### src/rtl/serial_subtractor.sv
// ----------------------------------------------------------------------------
// serial_subtractor
//
// Bit-serial subtractor. It computes diff = a - b - bin (modulo 2^WIDTH), one
// full-subtractor bit per clock cycle, starting with the LSB. It also reports
// the final borrow-out and the signed overflow of the operation.
//
// Parameters
//   WIDTH  operand/result width in bits (1..32)
//
// Ports
//   clk    clock; every state change happens on the rising edge
//   rst    asynchronous, active-high reset
//   start  load request; only accepted while idle
//   a      minuend (unsigned or two's complement)
//   b      subtrahend
//   bin    borrow-in
//   busy   high while the bit-serial operation is running
//   done   one-cycle pulse; diff/bout/ovf were updated on the same edge
//   diff   result a - b - bin, held until the next completion
//   bout   final borrow-out (unsigned a < b + bin)
//   ovf    signed overflow of a - b - bin
// ----------------------------------------------------------------------------
module serial_subtractor #(
    parameter int WIDTH = 8
) (
    input  logic             clk,
    input  logic             rst,
    input  logic             start,
    input  logic [WIDTH-1:0] a,
    input  logic [WIDTH-1:0] b,
    input  logic             bin,
    output logic             busy,
    output logic             done,
    output logic [WIDTH-1:0] diff,
    output logic             bout,
    output logic             ovf
);

    // The counter must be able to hold the value WIDTH without wrapping.
    localparam int CW = $clog2(WIDTH + 1);
    localparam logic [CW-1:0] LAST = CW'(WIDTH - 1);

    typedef enum logic [1:0] {
        IDLE  = 2'd0,
        SHIFT = 2'd1,
        DONE  = 2'd2
    } state_t;

    state_t           state_q, state_d;
    logic [WIDTH-1:0] a_q, a_d;        // minuend shifter; also collects the result
    logic [WIDTH-1:0] b_q, b_d;        // subtrahend shifter
    logic             br_q, br_d;      // running borrow
    logic             a_msb_q, a_msb_d;
    logic             b_msb_q, b_msb_d;
    logic [CW-1:0]    cnt_q, cnt_d;
    logic [WIDTH-1:0] diff_q, diff_d;
    logic             bout_q, bout_d;
    logic             ovf_q, ovf_d;

    logic             x, y, d, br_next;
    logic [WIDTH-1:0] a_shift, b_shift;

    // One full-subtractor bit on the current LSBs.
    assign x       = a_q[0];
    assign y       = b_q[0];
    assign d       = x ^ y ^ br_q;
    assign br_next = (~x & y) | (~(x ^ y) & br_q);

    // The minuend shifter drains from the LSB while difference bits enter at
    // the MSB, so after WIDTH shifts it holds the complete result.
    generate
        if (WIDTH == 1) begin : g_w1
            assign a_shift = d;
            assign b_shift = 1'b0;
        end else begin : g_wn
            assign a_shift = {d, a_q[WIDTH-1:1]};
            assign b_shift = {1'b0, b_q[WIDTH-1:1]};
        end
    endgenerate

    always_ff @(posedge clk or posedge rst) begin
        if (rst) begin
            state_q <= IDLE;
            a_q     <= '0;
            b_q     <= '0;
            br_q    <= 1'b0;
            a_msb_q <= 1'b0;
            b_msb_q <= 1'b0;
            cnt_q   <= '0;
            diff_q  <= '0;
            bout_q  <= 1'b0;
            ovf_q   <= 1'b0;
        end else begin
            state_q <= state_d;
            a_q     <= a_d;
            b_q     <= b_d;
            br_q    <= br_d;
            a_msb_q <= a_msb_d;
            b_msb_q <= b_msb_d;
            cnt_q   <= cnt_d;
            diff_q  <= diff_d;
            bout_q  <= bout_d;
            ovf_q   <= ovf_d;
        end
    end

    always_comb begin
        state_d = state_q;
        a_d     = a_q;
        b_d     = b_q;
        br_d    = br_q;
        a_msb_d = a_msb_q;
        b_msb_d = b_msb_q;
        cnt_d   = cnt_q;
        diff_d  = diff_q;
        bout_d  = bout_q;
        ovf_d   = ovf_q;
        busy    = 1'b0;
        done    = 1'b0;

        case (state_q)
            IDLE: begin
                if (start) begin
                    a_d     = a;
                    b_d     = b;
                    br_d    = bin;
                    // Operand MSBs are kept aside because the shifters lose them.
                    a_msb_d = a[WIDTH-1];
                    b_msb_d = b[WIDTH-1];
                    cnt_d   = '0;
                    state_d = SHIFT;
                end
            end
            SHIFT: begin
                busy  = 1'b1;
                a_d   = a_shift;
                b_d   = b_shift;
                br_d  = br_next;
                cnt_d = cnt_q + CW'(1);
                if (cnt_q == LAST) begin
                    // Final bit: publish the result on this same edge.
                    state_d = DONE;
                    diff_d  = a_shift;
                    bout_d  = br_next;
                    ovf_d   = (a_msb_q != b_msb_q) & (d != a_msb_q);
                end
            end
            DONE: begin
                done    = 1'b1;
                state_d = IDLE;
            end
            default: begin
                state_d = IDLE;
            end
        endcase
    end

    assign diff = diff_q;
    assign bout = bout_q;
    assign ovf  = ovf_q;

endmodule
### config.mk
export PLATFORM = sky130hd
export DESIGN_NAME = serial_subtractor
export DESIGN_NICKNAME = d
export VERILOG_FILES = /design/src/rtl/serial_subtractor.sv
export SDC_FILE = /design/constraint.sdc
export NUM_CORES = 1
export LEC_CHECK = 0
export ABC_AREA = 1
export ABC_CLOCK_PERIOD_IN_PS = 1500
export BUFFER_PORTS_ARGS = -buffer_cell sky130_fd_sc_hd__buf_2
export CORE_ASPECT_RATIO = 1.1
export CORE_MARGIN = 4
export CORE_UTILIZATION = 49
export DETAILED_ROUTE_END_ITERATION = 7
export GPL_ROUTABILITY_DRIVEN = 0
export PLACE_DENSITY = 0.86
export SLEW_MARGIN = 0
export SYNTH_ARGS = -nofsm -noshare
export SYNTH_HDL_FRONTEND = slang
export SYNTH_SLANG_ARGS = --single-unit
### constraint.sdc
create_clock -name clk -period 1.5 [get_ports clk]
set_clock_uncertainty 0.1 [all_clocks]
set_input_delay 0.15 -clock clk [delete_from_list [all_inputs] [get_ports clk]]
set_output_delay 0.15 -clock clk [all_outputs]
set_load 0.005 [all_outputs]
==> results of run 1 <==
==> state kept, by name, indices dropped and copies added, names as in the netlist <==
register / cells
a_msb_q: 1
b_q: 8
br_q: 1
state_q: 2
diff: 8
bout: 1
ovf: 1
cnt_q: 4
a_q: 8
b_msb_q: 1
==> metrics by stage <==
step	hold WS, ns	setup WS (ns)	TNS (ns)
3_5_place_dp	0.169	-0.0276	-0.0276
4_1_cts	0.00172	0.00642	0
2_1_floorplan	0.178	0.0738	0
3_3_place_gp	0.161	0.0528	0
6_report	0.0149	0.0142	0
5_1_grt	0.0216	-0.0662	-0.0662
==> per-layer routing <==
metal | track usage | wire, um | vias up
met5 | 0 | 0 | -
met4 | 0.0657 | 60 | 0
met3 | 0.0454 | 154 | 7
met2 | 0.325 | 1880 | 34
met1 | 0.223 | 1570 | 664
li1 | - | - | 717
==> final cells by class <==
cell class / count / area [sq um]
Sequential cell: 35 / 877
Multi-Input combinational cell: 139 / 718
Fill cell: 296 / 1180
Clock inverter: 1 / 5.00
Inverter: 10 / 52.6
Clock buffer: 7 / 45.0
Timing Repair Buffer: 57 / 388
Tap cell: 48 / 60.1
==> power groups by stage <==
stage	clock network [mW]	registers (mW)	logic (mW)
2_1_floorplan	0	1.63	1.30
3_3_place_gp	0	1.70	1.52
3_5_place_dp	0	1.71	1.60
4_1_cts	0.499	1.68	1.76
5_1_grt	0.546	1.75	2.02
6_report	0.481	1.69	1.78
==> layout by cell type, fill, tap and decap left out, types with 2 or more instances in the layout <==
master / synthesis / routed
buf_2: 1 / 31
nor2_2: 0 / 2
clkbuf_4: 0 / 5
nand2_1: 84 / 84
nand3_1: 24 / 24
inv_2: 0 / 2
clkbuf_1: 0 / 2
dfrtp_1: 35 / 34
nor2_4: 2 / 2
dlygate4sd3_1: 0 / 15
nand3_2: 8 / 8
nand2_2: 7 / 7
inv_1: 8 / 6
o21ai_0: 4 / 4
buf_4: 3 / 11
==> worst paths after layout <==
check,to,slack (ns)
min in group asynchronous,a_q[3],0.35
hold / removal,b_q[0],0.01
setup / recovery,ovf,0.01
setup reg to reg,ovf,0.01
max in group asynchronous,state_q[0],0.61
hold reg to reg,diff[4],0.38
==> logic make-up (layout without fill, tap and decap cells) <==
family,count (synthesis),in the layout
AOI/OAI and AO/OA,5,5
DFF,35,35
xor gates and xnor gates,1,1
and+or+nand+nor,131,131
buffers and inverters,17,75
adders and majority gates,2,2
==> timing repair <==
| item | in CTS | in global routing |
|---|---|---|
| pin swaps | 2 | 1 |
| resized for setup | 4 | 4 |
| endpoints found under the setup margin | 2 | 12 |
| gates cloned | 0 | 0 |
| hold buffers | 15 | 0 |
| setup buffers | 3 | 3 |
| hold endpoints to repair | 50 | 0 |
==> worst min-delay path, cell delays in order <==
cell,delay (ns)
buf_2,0.08
nand2_1,0.04
nand2_1,0.05
nand2_1,0.05
nand2_1,0.05
==> flow_summary_export.csv, run 1 <==
group,metric,value,unit
cts,cts_root_buf,"clkbuf_4",
sta,fmax,673,MHz
global_route,globalRouteOverflowTotal,0,
worst_setup_path,worstSetupPathType,"flop to flop",
cts,cts.clk_slew.worst_paths,0.10,ns
cts,worstSkewPairLatency,0.33,ns
cts,htree_levels,2,
sta,post-route-period-util,0.991,
floorplanning,dieArea,0.00448,sq mm
global_route,grt_max_degree,36,
floorplanning,num_rows,22,
synth,synth.cell_area,0.00170,sq mm
synth,synth_edf_count,0,
floorplanning,start_util,0.511,
synth,synth-compound-area-share,0.0213,
power_and_ir_drop,p_total,3.95,mW
sta,relSlewSlack,0.704,
synth,synth_top_family_by_area,"simple AND/OR/NAND/NOR gates",
synth,synth_commonest_cells,"84 x nand2_1, 35 x dfrtp_1, 24 x nand3_1",
power_and_ir_drop,swShare,0.405,
floorplanning,fp.dieW,64.2,um
worst_setup_path,critical_path_cell_count,7,
synth,syn_area_per_cell,8.91,sq um
synth,yosys.area_share.adder,0.0191,
synth,post-synth-top-count-cell,"nand2_1",
sta,slew_viol_final,0,
global_route,grt_pass1_vias,1501,
global_route,grt_usage,0.187,
finish,areaGrowthSynthToFinish,26.1,%
sta,hold_viol,0,
finish,nets,270,
finish,diodes,0,
synth,ys_seq_elements,35,
hold_path,min_path_cells,5,
worst_setup_path,cp_num_buf_inv,1,
route,viasPerCell,4.79,
synth,synthCells,191,
power_and_ir_drop,vdd_drop_max,0.887,mV
finish,instances_no_fill,297,
cts,cts.path.max_buffers,2,
floorplanning,core,0.00333,sq mm
worst_setup_path,path_max_fanout,4,
hold_path,hold_class,"primary input to flop",
worst_setup_path,critPathCaptureType,"flop",
run,maxCapViolCount,0,
cts,cts_sinks,35,
route,drc,0,
global_route,grt_antenna_before_repair,0,
synth,yosysTopAreaCell,"dfrtp_1",
finish,stdcell_area,0.00215,sq mm
finish,post-route-util,0.644,
sta,rsz0062_at_grt,"yes",
worst_setup_path,r2r-start,"b_q[0]",
worst_setup_path,worstSetupStartpointType,"flop",
synth,synthSimpleGateAreaFrac,0.371,
placed_design,io_buffers,31,
cts,cts_tree,"yes",
placed_design,place_inst,268,
worst_setup_path,crit_top_cell,"nand2_1",
power_and_ir_drop,seq_power_share,0.427,
power_and_ir_drop,powerDensity,1840,mW/mm^2
worst_setup_path,cp_slowest_cell,"fa_2",
power_and_ir_drop,p_sw,1.60,mW
finish,drive_above_1_share,0.309,
route,wl,3670,um
synth,async_reset_ff_frac,1.00,
route,antenna_left,0,
synth,synth_top_area_frac,0.515,
global_route,grt_pass1_wl,6600,um
synth,ys.warnings.count,0,
sta,period_needed,1.49,ns
power_and_ir_drop,pwr-share-comb,0.452,
synth,seq_area_frac_synth,0.515,
synth,synth_xor_xnor_area_share,0.00515,
sta,worstMarginPinSlew,0.444,ns
worst_setup_path,crit_path_start,"b_q[0]",
route,num_vias,1422,
floorplanning,die_h,69.8,um
worst_setup_path,cp.required,1.63,ns
worst_setup_path,slowest_delay,0.61,ns
power_and_ir_drop,clock_power_share,0.122,
outcome,status,"complete, no violations",
placed_design,post_dp_cell_area,0.00188,sq mm
route,drtIter0Drc,79,
cts,cts_buffers,5,
floorplanning,io_pins,32,
placed_design,hpwlAfterDp,2440,um
route,dr.pass1.iters,4,
synth,synth_area_leaders,"dfrtp_1 51%, nand2_1 19%, nand3_1 7.1%, nand3_2 4.7%, nand2_2 2.6%",
worst_setup_path,cp_top_family,"adder cells",
hold_path,min-delay-start,"b[0]",
synth,syn-num-nets,213,
worst_setup_path,r2r_cells,7,
power_and_ir_drop,internal_power,2.35,mW
synth,ys_types,22,
worst_setup_path,path_cells,"inv_2 -> fa_2 -> nor2_2 -> nand2_1 -> nand2_1 -> nand2_1 -> nand2_1",
route,wire_per_inst,12.3,um
power_and_ir_drop,leakage,1.14,nW
sta,setup_violations,0,
synth,synth_flop_cell,"dfrtp_1",
worst_setup_path,worstPathArrival,1.62,ns
synth,yosys-mux-area-fraction,0,
Note: power is estimated with default switching activity, not from simulation.
==> run 2, diff against run 1 <==
Settings changed: ABC_AREA 1 to default, CORE_UTILIZATION 49 to 48, PLACE_DENSITY 0.86 to 0.85.
==> run 2 against run 1 <==
The flow now finishes with violations (negative setup slack). Clock-buffer cell count shrank 2. Synthesized cell count down 30%. Total power up 18%. Routed wire length rose by 9.8%. Utilization grew 7.8 points. Sequential cell count is the same. Non-clock buffer count is 14 higher. Synthesized area down 10%. Register-to-register slack got worse by 0.15 ns. Worst setup slack got worse by 0.15 ns. Cell count is 19% lower. Critical endpoint unchanged.
==> flow_summary_export.csv, run 2 <==
group,metric,value,unit
sta,hold_viol,0,
synth,synth_area_leaders,"dfrtp_1 57%, nand2_1 8.1%, mux2_4 7.8%, a22oi_1 5.4%, buf_6 2.2%",
power_and_ir_drop,vdd_drop_max,1.63,mV
sta,slew_viol_final,0,
route,drtIter0Drc,72,
power_and_ir_drop,pwr-share-comb,0.452,
global_route,grt_antenna_before_repair,0,
worst_setup_path,path_cells,"inv_2 -> fa_1 -> nand2b_1 -> o22ai_1 -> mux2_4",
global_route,grt_max_degree,36,
power_and_ir_drop,swShare,0.344,
synth,synthCells,134,
cts,worstSkewPairLatency,0.35,ns
sta,worstMarginPinSlew,0.431,ns
finish,nets,227,
worst_setup_path,worstSetupStartpointType,"flop",
floorplanning,num_rows,21,
worst_setup_path,worstPathArrival,1.77,ns
worst_setup_path,cp_slowest_cell,"fa_1",
placed_design,hpwlAfterDp,2390,um
placed_design,io_buffers,31,
power_and_ir_drop,leakage,1.10,nW
floorplanning,die_h,67.2,um
synth,synth_flop_cell,"dfrtp_1",
cts,cts_buffers,5,
worst_setup_path,r2r-start,"b_q[0]",
floorplanning,start_util,0.502,
synth,syn-num-nets,156,
floorplanning,core,0.00305,sq mm
finish,layout_common_cells,"35 x dfrtp_1, 33 x nand2_1, 30 x buf_2",
global_route,grt_pass1_vias,1441,
global_route,grt_pass1_wl,6640,um
placed_design,post-place-ws,-0.114,ns
route,drc,0,
synth,synth.cell_area,0.00153,sq mm
cts,cts_sinks,35,
power_and_ir_drop,powerDensity,2120,mW/mm^2
sta,period_needed,1.63,ns
cts,cts.path.max_buffers,2,
floorplanning,fp.dieW,61.9,um
synth,yosysTopAreaCell,"dfrtp_1",
worst_setup_path,cp.required,1.64,ns
route,wire_per_inst,16.8,um
hold_path,hold_class,"primary input to flop",
synth,seq_area_frac_synth,0.572,
sta,fin_ws,-0.131,ns
synth,synthSimpleGateAreaFrac,0.145,
synth,yosys.area_share.adder,0.0212,
power_and_ir_drop,p_sw,1.61,mW
worst_setup_path,rrSetupSlack,-0.13,ns
finish,drive_above_1_share,0.403,
global_route,grt_usage,0.222,
worst_setup_path,critPathCaptureType,"flop",
sta,post-route-period-util,1.09,
outcome,status,"finished, violations left",
worst_setup_path,cp_top_family,"adder cells",
finish,fillers,182,
hold_path,worstHoldEndpoint,"a_q[6]",
power_and_ir_drop,seq_power_share,0.364,
synth,ys.warnings.count,0,
worst_setup_path,cp_num_buf_inv,1,
finish,final_common_cell,"dfrtp_1",
floorplanning,dieArea,0.00416,sq mm
sta,final.setup.tns,-0.715,ns
synth,synth_xor_xnor_area_share,0,
route,wl,4030,um
sta,fmax,613,MHz
worst_setup_path,slowest_delay,0.57,ns
synth,synth_edf_count,0,
synth,synth-compound-area-share,0.123,
worst_setup_path,crit_path_start,"b_q[0]",
hold_path,min-delay-start,"a[6]",
hold_path,min_path_cells,3,
cts,htree_levels,2,
outcome,violations,"negative setup slack",
route,viasPerCell,5.37,
worst_setup_path,critical_path_cell_count,5,
synth,yosys-mux-area-fraction,0.0923,
worst_setup_path,r2r_cells,5,
cts,cts_root_buf,"clkbuf_4",
power_and_ir_drop,internal_power,3.06,mW
sta,rsz0062_at_grt,"yes",
sta,fin_hold_ws,0.0218,ns
sta,relSlewSlack,0.712,
run,maxCapViolCount,0,
synth,synth_commonest_cells,"35 x dfrtp_1, 33 x nand2_1, 11 x a22oi_1",
worst_setup_path,path_max_fanout,3,
cts,cts_tree,"yes",
finish,diodes,0,
synth,ys_seq_elements,35,
worst_setup_path,reg2reg_to,"ovf",
route,dr.pass1.iters,4,
floorplanning,io_pins,32,
worst_setup_path,worstSetupPathType,"flop to flop",
synth,synth_top_family_by_area,"simple AND/OR/NAND/NOR gates",
sta,setup_violations,11,
synth,ys_types,31,
synth,async_reset_ff_frac,1.00,
route,antenna_left,0,
synth,post-synth-top-count-cell,"dfrtp_1",
synth,synth_top_area_frac,0.572,
synth,syn_area_per_cell,11.4,sq um
finish,areaGrowthSynthToFinish,43.7,%
global_route,globalRouteOverflowTotal,0,
route,num_vias,1288,
power_and_ir_drop,clock_power_share,0.183,
cts,cts.clk_slew.worst_paths,0.12,ns
==> run 2: changes by cell type in the layout (fill, tap and decap cells not counted), moves of 6 or more <==
cell and delta:
a22oi_1 +10, mux2_4 +9, buf_4 +6, nand3_1 -23, nand2_1 -51, nand3_2 -8
nand2_2 -7
==> run 2: worst max path at each step <==
stage          end
5_1_grt        ovf
3_5_place_dp   ovf
2_1_floorplan  ovf
3_3_place_gp   ovf
4_1_cts        ovf
6_report       ovf
==> run 2: final cells by class <==
cell class | count | area (sq um) | area share
clock buffers | 5 | 37.5 | 0.0171
clock inverters | 3 | 67.6 | 0.0307
inverters | 4 | 17.5 | 0.00796
multi-input cells | 88 | 621 | 0.282
flip-flops and latches | 35 | 876 | 0.398
well taps | 34 | 42.5 | 0.0193
repair buffers | 71 | 539 | 0.245
==> run 2: kinds of logic (layout without fill, tap and decap cells) <==
kind of cell | after synthesis | count (layout)
AND/OR/NAND/NOR | 49 | 49
flip-flops | 35 | 35
AO/OA/AOI/OAI | 27 | 27
buffers and inverters | 11 | 83
multiplexers | 10 | 10
adder cells (fa/ha/maj) | 2 | 2
==> run 2: what timing repair did <==
action | 4_1_cts | 5_1_grt
hold buffers | 17 | 0
endpoints found under the setup margin | 13 | 13
buffers inserted | 6 | 2
gates resized for setup | 13 | 7
pin swaps | 3 | 3
endpoints found under the hold margin | 53 | 0
==> run 2: tightest hold or removal path: cells and delay by family <==
family	cells	cell delay, ns
simple gates	1	0.14
buf+inv	1	0.08
compound gates	1	0.06
==> run 2: metrics by stage <==
| stage | cell area (sq um) | power, mW | instances | util |
|---|---|---|---|---|
| 6_report | 2200 | 4.67 | 240 | 0.722 |
| 5_1_grt | 2200 | 5.01 | 240 | 0.722 |
| 4_1_cts | 2160 | 4.52 | 238 | 0.708 |
| 3_5_place_dp | 1790 | 3.43 | 207 | 0.587 |
| 3_3_place_gp | 1790 | 3.28 | 207 | 0.587 |
| 2_1_floorplan | 1540 | 2.79 | 134 | - |
==> run 2: routing by layer <==
layer	global-route usage	vias up	wire length (um)
li1	-	605	-
met1	0.252	623	1510
met2	0.391	51	2210
met3	0.0631	9	207
met4	0.0796	0	95
met5	0	-	0
==> run 2: power by group through the flow <==
stage / Combinational [mW] / Sequential, mW / Clock (mW)
finish: 2.11 / 1.70 / 0.856
global route: 2.34 / 1.76 / 0.915
CTS: 1.99 / 1.66 / 0.864
detailed placement: 1.76 / 1.68 / 0
global placement: 1.65 / 1.63 / 0
floorplan: 1.17 / 1.62 / 0
==> run 3, diff against run 2 <==
Settings changed: HOLD_SLACK_MARGIN from default to 0.05.
==> run 3 against run 2 <==
The flow still finishes with violations (negative setup slack). Non-clock buffer count up 1. Combinational power about the same. Clock-buffer cell count unchanged. Largest power group unchanged. Cell area up 0.45%. Sequential cell count unchanged. Sequential power about the same. Cell count up 0.42%. Largest cell class unchanged. Critical path type unchanged. Routed wire length up 0.50%. Total power about the same. Register-to-register slack about the same.
==> flow_summary_export.csv, run 3 (synthesis results as in run 2) <==
group,metric,value,unit
outcome,status,"finished, violations left",
outcome,violations,"negative setup slack",
worst_setup_path,worstPathArrival,1.78,ns
cts,worstSkewPairLatency,0.35,ns
global_route,grt_pass1_vias,1452,
worst_setup_path,worstSetupPathType,"flop to flop",
placed_design,post_dp_cell_area,0.00179,sq mm
floorplanning,die_h,67.2,um
sta,post-route-period-util,1.09,
sta,hold_viol,0,
placed_design,post-place-ws,-0.114,ns
route,wl,4050,um
placed_design,place_inst,207,
global_route,grt_usage,0.222,
placed_design,hpwlAfterDp,2390,um
finish,diodes,0,
sta,setup_violations,11,
run,maxCapViolCount,0,
route,antenna_left,0,
worst_setup_path,crit_path_start,"br_q",
floorplanning,start_util,0.502,
route,drc,0,
route,route.met2.wl,2200,um
floorplanning,dieArea,0.00416,sq mm
cts,htree_levels,2,
worst_setup_path,critPathCaptureType,"flop",
route,dr.pass1.iters,4,
floorplanning,fp.dieW,61.9,um
finish,nets,228,
sta,slew_viol_final,0,
finish,final_common_cell,"dfrtp_1",
worst_setup_path,cp.required,1.64,ns
finish,fillers,180,
placed_design,io_buffers,31,
cts,cts_tree,"yes",
power_and_ir_drop,vdd_drop_max,1.63,mV
global_route,grt_max_degree,36,
sta,fin_ws,-0.138,ns
worst_setup_path,worstSetupStartpointType,"flop",
route,drtIter0Drc,53,
finish,layout_common_cells,"35 x dfrtp_1, 33 x nand2_1, 30 x buf_2",
sta,period_needed,1.64,ns
sta,relSlewSlack,0.716,
worst_setup_path,r2r-start,"br_q",
cts,cts_buffers,5,
global_route,grt_pass1_wl,6640,um
global_route,grt_antenna_before_repair,0,
route,viasPerCell,5.45,
worst_setup_path,rrSetupSlack,-0.14,ns
hold_path,min-delay-start,"start",
route,top_layer,"met4",
route,dr_wl_met3,254,um
worst_setup_path,path_max_fanout,3,
finish,stdcell_area,0.00221,sq mm
route,met1Wirelength,1480,um
cts,cts_root_buf,"clkbuf_4",
power_and_ir_drop,powerDensity,2110,mW/mm^2
sta,fin_hold_ws,0.168,ns
sta,fmax,611,MHz
cts,cts_sinks,35,
finish,instances_no_fill,241,
hold_path,hold_class,"primary input to flop",
power_and_ir_drop,leakage,1.11,nW
sta,rsz0062_at_grt,"yes",
sta,worstMarginPinSlew,0.426,ns
floorplanning,core,0.00305,sq mm
global_route,globalRouteOverflowTotal,0,
route,num_vias,1314,
finish,areaGrowthSynthToFinish,44.4,%
cts,cts.path.max_buffers,2,
floorplanning,num_rows,21,
cts,cts.clk_slew.worst_paths,0.11,ns
floorplanning,io_pins,32,
route,wire_per_inst,16.8,um
power_and_ir_drop,p_total,4.66,mW
finish,drive_above_1_share,0.401,
[run 3: cell types whose count changed in the layout (fill, tap and decap cells not counted)]
cell,delta
dlygate4sd3_1,+1
[run 3: metal layers]
layer,global-route usage,vias up
met4,0.0796,0
met5,0,-
met3,0.0631,12
met1,0.250,638
met2,0.393,56
li1,-,608
[run 3: worst paths after layout]
check                                   to  cells after the start
max in group asynchronous       state_q[0]                      4
worst max-delay path                   ovf                      5
worst min register to register      b_q[3]                      2
worst min-delay path              cnt_q[2]                      3
min in group asynchronous           a_q[3]                      4
worst max register to register         ovf                      5
[run 3: cell type report]
type,instances,area [sq um],share of cell area
Sequential cell,35,876,0.396
Multi-Input combinational cell,88,621,0.281
Timing Repair Buffer,72,549,0.248
Clock inverter,3,67.6,0.0306
Tap cell,34,42.5,0.0192
Clock buffer,5,37.5,0.0170
Inverter,4,17.5,0.00792
[run 3: report_power, final]
group	switching, mW	internal [mW]	leakage, nW	total (mW)
combinational	0.942	1.17	0.622	2.11
clock	0.336	0.518	0.0514	0.854
sequential	0.324	1.38	0.434	1.70
[run 3: metrics by stage]
| stage | util | setup TNS (ns) |
|---|---|---|
| after floorplan | - | -0.222 |
| after global placement | 0.587 | -0.0801 |
| after detailed placement | 0.587 | -0.536 |
| after CTS | 0.711 | -0.784 |
| after global routing | 0.725 | -1.71 |
| final | 0.725 | -0.751 |
[run 3: what timing repair did]
action / in CTS / in global routing
endpoints found under the setup margin: 13 / 13
hold buffers: 18 / 0
resized for setup: 13 / 7
setup buffers: 6 / 2
hold endpoints to repair: 54 / 0
pin swaps: 3 / 3
[run 3: critical path, stage by stage, from the launching register on]
cell and delay [ns]:
dfrtp_1 0.40, inv_2 0.06, fa_1 0.54, nand2b_1 0.11
o22ai_1 0.07, mux2_4 0.26
